$ cat src/rtl/mem_port_arbiter.sv
// mem_port_arbiter: shares one single-port memory between a fetch port and a data port
module mem_port_arbiter #(
   parameter int MEM_LAT = 2
) (
   input  logic        CLK,
   input  logic        RST,
   input  logic        if_req,
   input  logic [31:0] if_addr,
   output logic        if_ack,
   output logic [31:0] if_rdata,
   input  logic        mem_req,
   input  logic        mem_we,
   input  logic [31:0] mem_addr,
   input  logic [31:0] mem_wdata,
   output logic        mem_ack,
   output logic [31:0] mem_rdata,
   output logic        ram_en,
   output logic        ram_we,
   output logic [31:0] ram_addr,
   output logic [31:0] ram_wdata,
   input  logic [31:0] ram_rdata,
   output logic        stall_if,
   output logic        stall_mem,
   output logic        busy
);
   localparam logic [1:0] IDLE  = 2'd0;
   localparam logic [1:0] ISSUE = 2'd1;
   localparam logic [1:0] WAIT  = 2'd2;
   localparam logic [1:0] ACK   = 2'd3;
   logic [1:0]  state;
   logic [3:0]  cnt;
   logic        owner;
   logic        lastGrant;
   logic        latchWe;
   logic [31:0] capData;
   logic        grantMem;
   // owner/lastGrant: 0 = fetch port, 1 = data port; contention favours the port not served last
   assign grantMem  = mem_req & (~if_req | ~lastGrant);
   assign ram_en    = state == ISSUE;
   assign ram_we    = ram_en & latchWe;
   assign if_ack    = (state == ACK) & ~owner;
   assign mem_ack   = (state == ACK) & owner;
   assign busy      = state != IDLE;
   assign stall_if  = if_req & ~if_ack;
   assign stall_mem = mem_req & ~mem_ack;
   always_ff @(posedge CLK) begin
      if (RST) begin
         state     <= IDLE;
         cnt       <= '0;
         owner     <= 1'b0;
         lastGrant <= 1'b0;
         latchWe   <= 1'b0;
         ram_addr  <= '0;
         ram_wdata <= '0;
         capData   <= '0;
         if_rdata  <= '0;
         mem_rdata <= '0;
      end else begin
         case (state)
            IDLE: if (if_req | mem_req) begin
               state     <= ISSUE;
               owner     <= grantMem;
               latchWe   <= grantMem & mem_we;
               ram_addr  <= grantMem ? mem_addr : if_addr;
               ram_wdata <= grantMem ? mem_wdata : '0;
            end
            ISSUE: begin
               state <= WAIT;
               cnt   <= 4'(MEM_LAT);
            end
            WAIT: begin
               cnt <= cnt - 4'd1;
               if (cnt == 4'd1) capData <= ram_rdata;
               // one settling cycle after capture before presenting the result
               if (cnt == 4'd0) begin
                  state <= ACK;
                  if (!owner) if_rdata <= capData;
                  else if (!latchWe) mem_rdata <= capData;
               end
            end
            ACK: begin
               state     <= IDLE;
               lastGrant <= owner;
            end
            default: state <= IDLE;
         endcase
      end
   end
endmodule

$ cat config.mk
export PLATFORM = sky130hd
export DESIGN_NAME = mem_port_arbiter
export DESIGN_NICKNAME = d
export VERILOG_FILES = /design/src/rtl/mem_port_arbiter.sv
export SDC_FILE = /design/constraint.sdc
export NUM_CORES = 1
export LEC_CHECK = 0
export CORE_ASPECT_RATIO = 0.5
export CORE_MARGIN = 2
export CORE_UTILIZATION = 30
export DETAILED_ROUTE_END_ITERATION = 16
export PLACE_DENSITY_LB_ADDON = 0.15
export REMOVE_ABC_BUFFERS = 1
export SLEW_MARGIN = 20
export SYNTH_ARGS = -nofsm -noshare
export SYNTH_HDL_FRONTEND = slang
export SYNTH_SLANG_ARGS = --single-unit
$ cat constraint.sdc
create_clock -name CLK -period 4.3 [get_ports CLK]
set_input_delay 0.86 -clock CLK [delete_from_list [all_inputs] [get_ports CLK]]
set_output_delay 0.86 -clock CLK [all_outputs]
set_load 0.05 [all_outputs]
After elaboration in Yosys (flattened, before gate mapping)

Index checks and enable logic that the tools add are counted.

Word-level logic and storage cells: 47
Bits of input ports: 133
Register bits after elaboration: 169
Output and inout port bits: 135

Mux-type cells: 6
Equal/unequal tests: 6
$add $sub $neg: 1
Bitwise gates (word level): 15
Reductions and logical operators: 9

Operators by type and width:

| kind                  | count |
|---|---|
| $mux W32              | 2 |
| $pmux W2 S4           | 1 |
| $pmux W4 S2           | 1 |
| $and A1 B1 Y1         | 7 |
| $not A1 Y1            | 6 |
| $reduce_and A2 Y1     | 3 |
| $eq A2 B2 Y1 const B  | 2 |
| $eq A4 B1 Y1 const B  | 1 |
| $logic_not A4 Y1      | 1 |
| $mux W2               | 2 |
| $ne A2 B2 Y1 const B  | 2 |
| $reduce_and A4 Y1     | 1 |
| $reduce_bool A2 Y1    | 2 |
| $sub A4 B1 Y4 const B | 1 |
| $reduce_and A3 Y1     | 1 |
| $eq A2 B1 Y1 const B  | 1 |
| $logic_not A2 Y1      | 1 |
| $or A1 B1 Y1          | 2 |

Depth between registers and ports, before layout

Gate-level depths: netlist of the first run.

Depth in word-level cells: 4
Gate-level depth with buffers: 8
Depth with buffers taken out: 5

Worst setup path before layout of the first run

No wires, ideal clock.

Kind: reg-to-output
Start: register state[1]
End: output port stall_if
Arrival: 1,668 ps
Data required time: 3,440 ps
Stages on the path, launching flop included: 5
Setup slack: 1,772 ps
Path buffers: 0
Cell sequence: dfxtp_1 -> ha_1 -> inv_1 -> nor2_1 -> nor2b_1

Longest elaborated chain between the ends: 4

Ends and longest elaborated chain:

| element                | line | text |
|---|---|---|
| from (decl)            | 30   | `logic [1:0] state;` |
| from (signal assigned) | 48   | `state <= IDLE;` |
| from (signal assigned) | 61   | `state <= ISSUE;` |
| from (signal assigned) | 68   | `state <= WAIT;` |
| $eq A2 B2 Y1           | 41   | `assign if_ack = (state == ACK) & ~owner;` |
| $and A1 B1 Y1          | 41   |  |
| named net if_ack       | 9    | `output logic if_ack,` |
| $not A1 Y1             | 44   | `assign stall_if = if_req & ~if_ack;` |
| $and A1 B1 Y1          | 44   |  |
| to (decl)              | 22   | `output logic stall_if,` |

The timed path passes the listed nets, and every way through them passes these cells.

Final worst setup path of the first run

Start: input port if_req
End: output port stall_if

Longest elaborated chain between the ends: 1

Ends and longest elaborated chain:

| element       | line | text |
|---|---|---|
| from (decl)   | 7    | `input logic if_req,` |
| $and A1 B1 Y1 | 44   |  |

Every way passes these cells.

==> results of run 1 <==
[per-stage QoR]
| stage | hold WS, ns | setup slack (ns) |
|---|---|---|
| CTS | 0.473 | 0.988 |
| floorplan | 0.444 | 0.950 |
| global route | 0.494 | 0.909 |
| global placement | 0.456 | 0.993 |
| detailed placement | 0.463 | 0.990 |
| finish | 0.471 | 0.951 |
[worst min path at each step]
stage / from / endpoint / slack, ns
global placement: capData[22] / capData[22] / 0.46
detailed placement: capData[15] / capData[15] / 0.46
global route: capData[3] / capData[3] / 0.49
CTS: capData[14] / capData[14] / 0.47
finish: capData[17] / capData[17] / 0.47
floorplan: capData[0] / capData[0] / 0.44
[area by class of cell]
cell class                 count  area, sq um
timing repair buffer         278         2770
multi-input combinational    501         2870
sequential                   169         3380
fill                        2129        11600
clock inverter                15          175
tap                          300          375
clock buffer                  17          425
inverter                       7         26.3
[per-layer routing]
metal,vias to the layer above,part of all wire,global-route usage
met3,23,0.071,0.0588
li1,3117,-,-
met1,2930,0.43,0.231
met4,0,0.013,0.0610
met2,165,0.48,0.300
met5,-,0,0
[worst register-to-register path, delay by kind of cell (launching register included)]
family                   cells  cell delay [ns]
AO/OA/AOI/OAI                1             0.09
adder cells (fa/ha/maj)      1             0.46
buffers and inverters        1             0.13
flip-flops                   1             0.34
AND/OR/NAND/NOR              2             1.25
[registers in the layout (all words and copies together), names as in the netlist]
name / count
capData: 32
if_rdata: 32
state: 2
cnt: 4
lastGrant: 1
latchWe: 1
ram_addr: 32
owner: 1
mem_rdata: 32
ram_wdata: 32
[cells by family after synthesis]
kind of cell | count (synthesis) | share of synthesized area
compound gates | 240 | 0.218
simple gates | 221 | 0.149
flops | 169 | 0.514
buf+inv | 83 | 0.0550
mux | 33 | 0.0502
fa+ha+maj | 7 | 0.0133
[where the power goes]
| group | switching (uW) | internal (uW) |
|---|---|---|
| sequential | 113 | 1750 |
| clock | 757 | 787 |
| combinational | 1440 | 664 |
| total | 2310 | 3200 |
[placed cells by master, fill, tap and decap left out, types with 2 or more instances in the layout]
| cell | netlist | routed |
|---|---|---|
| o21ai_0 | 66 | 66 |
| nand4b_1 | 2 | 2 |
| a32oi_1 | 33 | 33 |
| inv_8 | 0 | 6 |
| nand3_1 | 65 | 65 |
| mux2i_1 | 33 | 33 |
| buf_4 | 6 | 11 |
| inv_1 | 7 | 7 |
| clkdlybuf4s50_1 | 0 | 266 |
| a211oi_1 | 34 | 34 |
| dfxtp_1 | 169 | 169 |
| nor2b_1 | 3 | 3 |
| ha_1 | 7 | 7 |
| nand2_1 | 66 | 66 |
| nor2_1 | 72 | 70 |
| and2_1 | 2 | 2 |
| nand2b_1 | 2 | 2 |
| clkinv_8 | 0 | 4 |
| a21oi_1 | 100 | 100 |
| inv_6 | 0 | 2 |
| clkbuf_16 | 0 | 17 |
| or2_2 | 2 | 2 |
| clkinv_4 | 0 | 2 |
==> flow_summary.json, run 1 <==
{
  "hold_violations": 0,
  "tns_ns": 0,
  "yosys-top-cells-area": "dfxtp_1 51%, a21oi_1 7.6%, mux2i_1 5.0%",
  "end_kind": "primary output",
  "cts-root-buf": "clkbuf_16",
  "synthDistinctLibCells": 36,
  "critical_path_class": "primary input to primary output",
  "drive_above_1_share": 0.0547,
  "cts_sinks": 169,
  "area_growth_pct": 52.3,
  "startpoint": "if_req",
  "die-area_sq_mm": 0.0232,
  "antenna_found_initial": 0,
  "yosys-top-cells-count": "169 x dfxtp_1, 100 x a21oi_1, 72 x nor2_1",
  "grt_pass1_wl_microns": 33000,
  "place_congestion": 0.745,
  "pin_count": 268,
  "cts_tree": "done",
  "start_util": 0.305,
  "critical_path.slowest_cell": "clkdlybuf4s50_1",
  "synth_top_area_share": 0.514,
  "gr-total-overflow": 0,
  "core_sq_mm": 0.0216,
  "max-cap-violations": 0,
  "r2r_start": "state[0]",
  "htreeDepth": 4,
  "syn_area_sq_mm": 0.00658,
  "numCtsBuffers": 17,
  "p_total_uw": 5510,
  "n_antenna_cell": 0,
  "die_y_microns": 109,
  "p_per_area_mw_per_mm2": 550,
  "fin_util": 0.464,
  "finalNonFillerCells": 1287,
  "io_buffers": 267,
  "fin_crit_ns": 3.35,
  "rr_worst_depth": 5,
  "ys.flop_type": "dfxtp_1",
  "cp.depth": 3,
  "synth_edf_count": 0,
  "design_area_sq_mm": 0.0100,
  "cts_setup_buffers": 0,
  "cpPeakStageDelay_ns": 0.81,
  "syn_avg_cell_area_sq_um": 8.73,
  "path_delay_family": "buffers and inverters",
  "r2r_end": "capData[26]",
  "skew_ns": 0.0160,
  "endpoint": "stall_if",
  "drc": 0,
  "layout.nets": 1114,
  "ys_ff_latch": 169,
  "rsz0062_at_grt": "false",
  "ys_seq_area_frac": 0.514,
  "ctsResizeCount": 0,
  "setup_viol": 0,
  "clk_latency_ns": 0.45,
  "cts_hold_buffers": 0,
  "cp_num_buf_inv": 2,
  "grt_pass1_vias": 6084,
  "hold_class": "flip-flop to flip-flop",
  "cts_max_path_buffers": 2,
  "crit_arrival_ns": 2.49,
  "synth_largest_area_cell": "dfxtp_1",
  "tightest_slew_ns": 1.09,
  "min_path_cells": 2,
  "worstPathRequired_ns": 3.44,
  "postRouteWirelength_microns": 21300,
  "slew_violations": 0,
  "startpoint_type": "primary input",
  "clk_pin_slew_ns": 0.07,
  "yosysWarnings": 0,
  "cellLeakagePower_uw": 0.00346,
  "synth_most_common_cell": "dfxtp_1",
  "grt_use_total": 0.184,
  "die_w_microns": 213,
  "first_pass_iters": 5,
  "drt_iter0_markers": 343,
  "routedWlPerCell_microns": 16.6,
  "max_freq_mhz": 299,
  "vias_per_cell": 4.84,
  "placed_area_sq_mm": 0.00941,
  "syn_inst": 753,
  "slew_headroom": 0.271,
  "dp_hpwl_microns": 13500,
  "grt_max_degree": 83,
  "vias": 6235,
  "path_common_cell": "clkdlybuf4s50_1",
  "rows": 38,
  "crit_chain": "clkdlybuf4s50_1 > nor2b_1 > clkdlybuf4s50_1",
  "vdd_drop_max_v": 0.000309,
  "r2r_slack_ns": 1.89,
  "ant_nets": 0,
  "crit_fanout": 5,
  "outcome": "finished, final reports clean",
  "placed_cells": 1255,
  "synthArstFlopShare": 0,
  "fin_crit_sh": 0.779
}
No activity file was read; power rests on OpenSTA's default activity.
==> inputs of run 2 (changes only) <==
==> constraint.sdc (replaced) <==
create_clock -name CLK -period 3.3 [get_ports CLK]
set_input_delay 0.66 -clock CLK [delete_from_list [all_inputs] [get_ports CLK]]
set_output_delay 0.66 -clock CLK [all_outputs]
set_load 0.05 [all_outputs]
==> flow_summary.json, run 2 (synthesis results as in run 1) <==
{
  "grt_pass1_vias": 6078,
  "ctsResizeCount": 0,
  "setup_viol": 0,
  "critical_path.slowest_cell": "clkdlybuf4s50_1",
  "die_y_microns": 109,
  "hold_violations": 0,
  "p_int_uw": 4170,
  "numCtsBuffers": 17,
  "final_common_cell": "clkdlybuf4s50_1",
  "cts_sinks": 169,
  "crit_arrival_ns": 2.26,
  "htreeDepth": 4,
  "drt_iter0_markers": 254,
  "hold_class": "flip-flop to flip-flop",
  "setup_ws_ns": 0.379,
  "drive_above_1_share": 0.0557,
  "critical_path_class": "primary input to primary output",
  "slew_headroom": 0.293,
  "cts_hold_buffers": 0,
  "cellLeakagePower_uw": 0.00346,
  "max-cap-violations": 0,
  "fin_crit_ns": 2.92,
  "p_per_area_mw_per_mm2": 715,
  "postRouteWirelength_microns": 21400,
  "gr-total-overflow": 0,
  "skew_ns": 0.00970,
  "fin_crit_sh": 0.885,
  "vias_per_cell": 4.92,
  "place_congestion": 0.742,
  "start_util": 0.305,
  "outcome": "finished, final reports clean",
  "r2r_start": "state[0]",
  "max_freq_mhz": 342,
  "crit_chain": "clkdlybuf4s50_1 > nor2b_1 > clkdlybuf4s50_1",
  "first_pass_iters": 6,
  "fin_util": 0.465,
  "crit_fanout": 5,
  "clk_pin_slew_ns": 0.07,
  "core_sq_mm": 0.0216,
  "area_growth_pct": 52.5,
  "drc": 0,
  "sequentialPowerShare": 0.338,
  "tns_ns": 0,
  "antenna_found_initial": 0,
  "rows": 38,
  "hold-path-endpoint": "capData[9]",
  "slew_violations": 0,
  "layout.nets": 1115,
  "routedWlPerCell_microns": 16.6,
  "cts-root-buf": "clkbuf_16",
  "rsz0062_at_grt": "false",
  "path_common_cell": "clkdlybuf4s50_1",
  "dp_slack_ns": 0.378,
  "path_delay_family": "buffers and inverters",
  "startpoint_type": "primary input",
  "cp_num_buf_inv": 2,
  "n_antenna_cell": 0,
  "die_w_microns": 213,
  "clk_latency_ns": 0.44,
  "switching_share": 0.418,
  "vdd_drop_max_v": 0.000388,
  "end_kind": "primary output",
  "rr_worst_depth": 5,
  "cpPeakStageDelay_ns": 0.81,
  "vias": 6342,
  "dp_hpwl_microns": 13600,
  "grt_pass1_wl_microns": 32600,
  "r2r_slack_ns": 0.99,
  "final_cell_mix": "266 x clkdlybuf4s50_1, 169 x dfxtp_1, 100 x a21oi_1",
  "cts_setup_buffers": 0,
  "cts_max_path_buffers": 2,
  "power_frac_comb": 0.385,
  "cp.depth": 3,
  "p_switching_uw": 3000,
  "ant_nets": 0,
  "tightest_slew_ns": 1.06,
  "r2r_end": "capData[26]",
  "grt_max_degree": 66,
  "cts_tree": "done",
  "worstHoldStart": "capData[9]",
  "worstPathRequired_ns": 2.64,
  "pin_count": 268,
  "io_buffers": 267,
  "min_path_cells": 2,
  "die-area_sq_mm": 0.0232,
  "grt_use_total": 0.182,
  "power.share.clock": 0.276
}
## run 2: cell count changes in the layout (fill, tap and decap cells not counted), sizes merged
cell	before	now
clkinv	6	5
buf	12	13
inv	15	16
## run 2: how the worst max path moves through the flow
stage                       start  slack [ns]           to
after detailed placement   if_req        0.38     stall_if
after global routing       if_req        0.32     stall_if
after CTS                  if_req        0.37     stall_if
after global placement     if_req        0.40     stall_if
final                      if_req        0.38     stall_if
after floorplan           mem_req        0.15  ram_addr[0]
## run 2: tightest hold or removal path, cell delays in order (launching register included)
cell and delay (ns):
dfxtp_1 0.32, nand2_1 0.05, a21oi_1 0.05
## run 2: power groups by stage
stage,Clock (uW),Combinational (uW),Sequential (uW)
floorplan,0,979,3150
global placement,0,2750,2460
detailed placement,0,2770,2470
CTS,2040,2780,2430
global route,2120,2940,2460
finish,1980,2760,2430
## run 2: cell type report
| class | count | area [sq um] |
|---|---|---|
| clock buffer | 17 | 425 |
| clock inverter | 15 | 153 |
| fill | 2114 | 11600 |
| inverter | 7 | 26.3 |
| multi-input combinational | 501 | 2860 |
| sequential | 169 | 3380 |
| tap | 300 | 375 |
| timing repair buffer | 279 | 2810 |
## run 2: routing by layer
metal	GRT usage	vias up	routed length, microns
met5	0	-	0
met4	0.0818	0	469
met3	0.0504	33	1320
met2	0.292	176	10000
met1	0.230	3009	9560
li1	-	3124	-
## run 2: metrics by stage
step | cells | total power, uW | instance area (sq um) | hold slack (ns)
4_1_cts | 1288 | 7240 | 10000 | 0.473
5_1_grt | 1288 | 7520 | 10000 | 0.492
3_5_place_dp | 1256 | 5240 | 9450 | 0.464
6_report | 1288 | 7170 | 10000 | 0.472
3_3_place_gp | 1256 | 5210 | 9450 | 0.457
2_1_floorplan | 677 | 4130 | 6240 | 0.444
==> inputs of run 3 (changes only) <==
--- a/config.mk
+++ b/config.mk
@@ -5,6 +5,7 @@
 export SDC_FILE = /design/constraint.sdc
 export NUM_CORES = 1
 export LEC_CHECK = 0
+export CAP_MARGIN = 5
 export CORE_ASPECT_RATIO = 0.5
 export CORE_MARGIN = 2
 export CORE_UTILIZATION = 30
==> results of run 3 <==
Same layout as run 2: the final DEF is identical, and so are final timing and power.
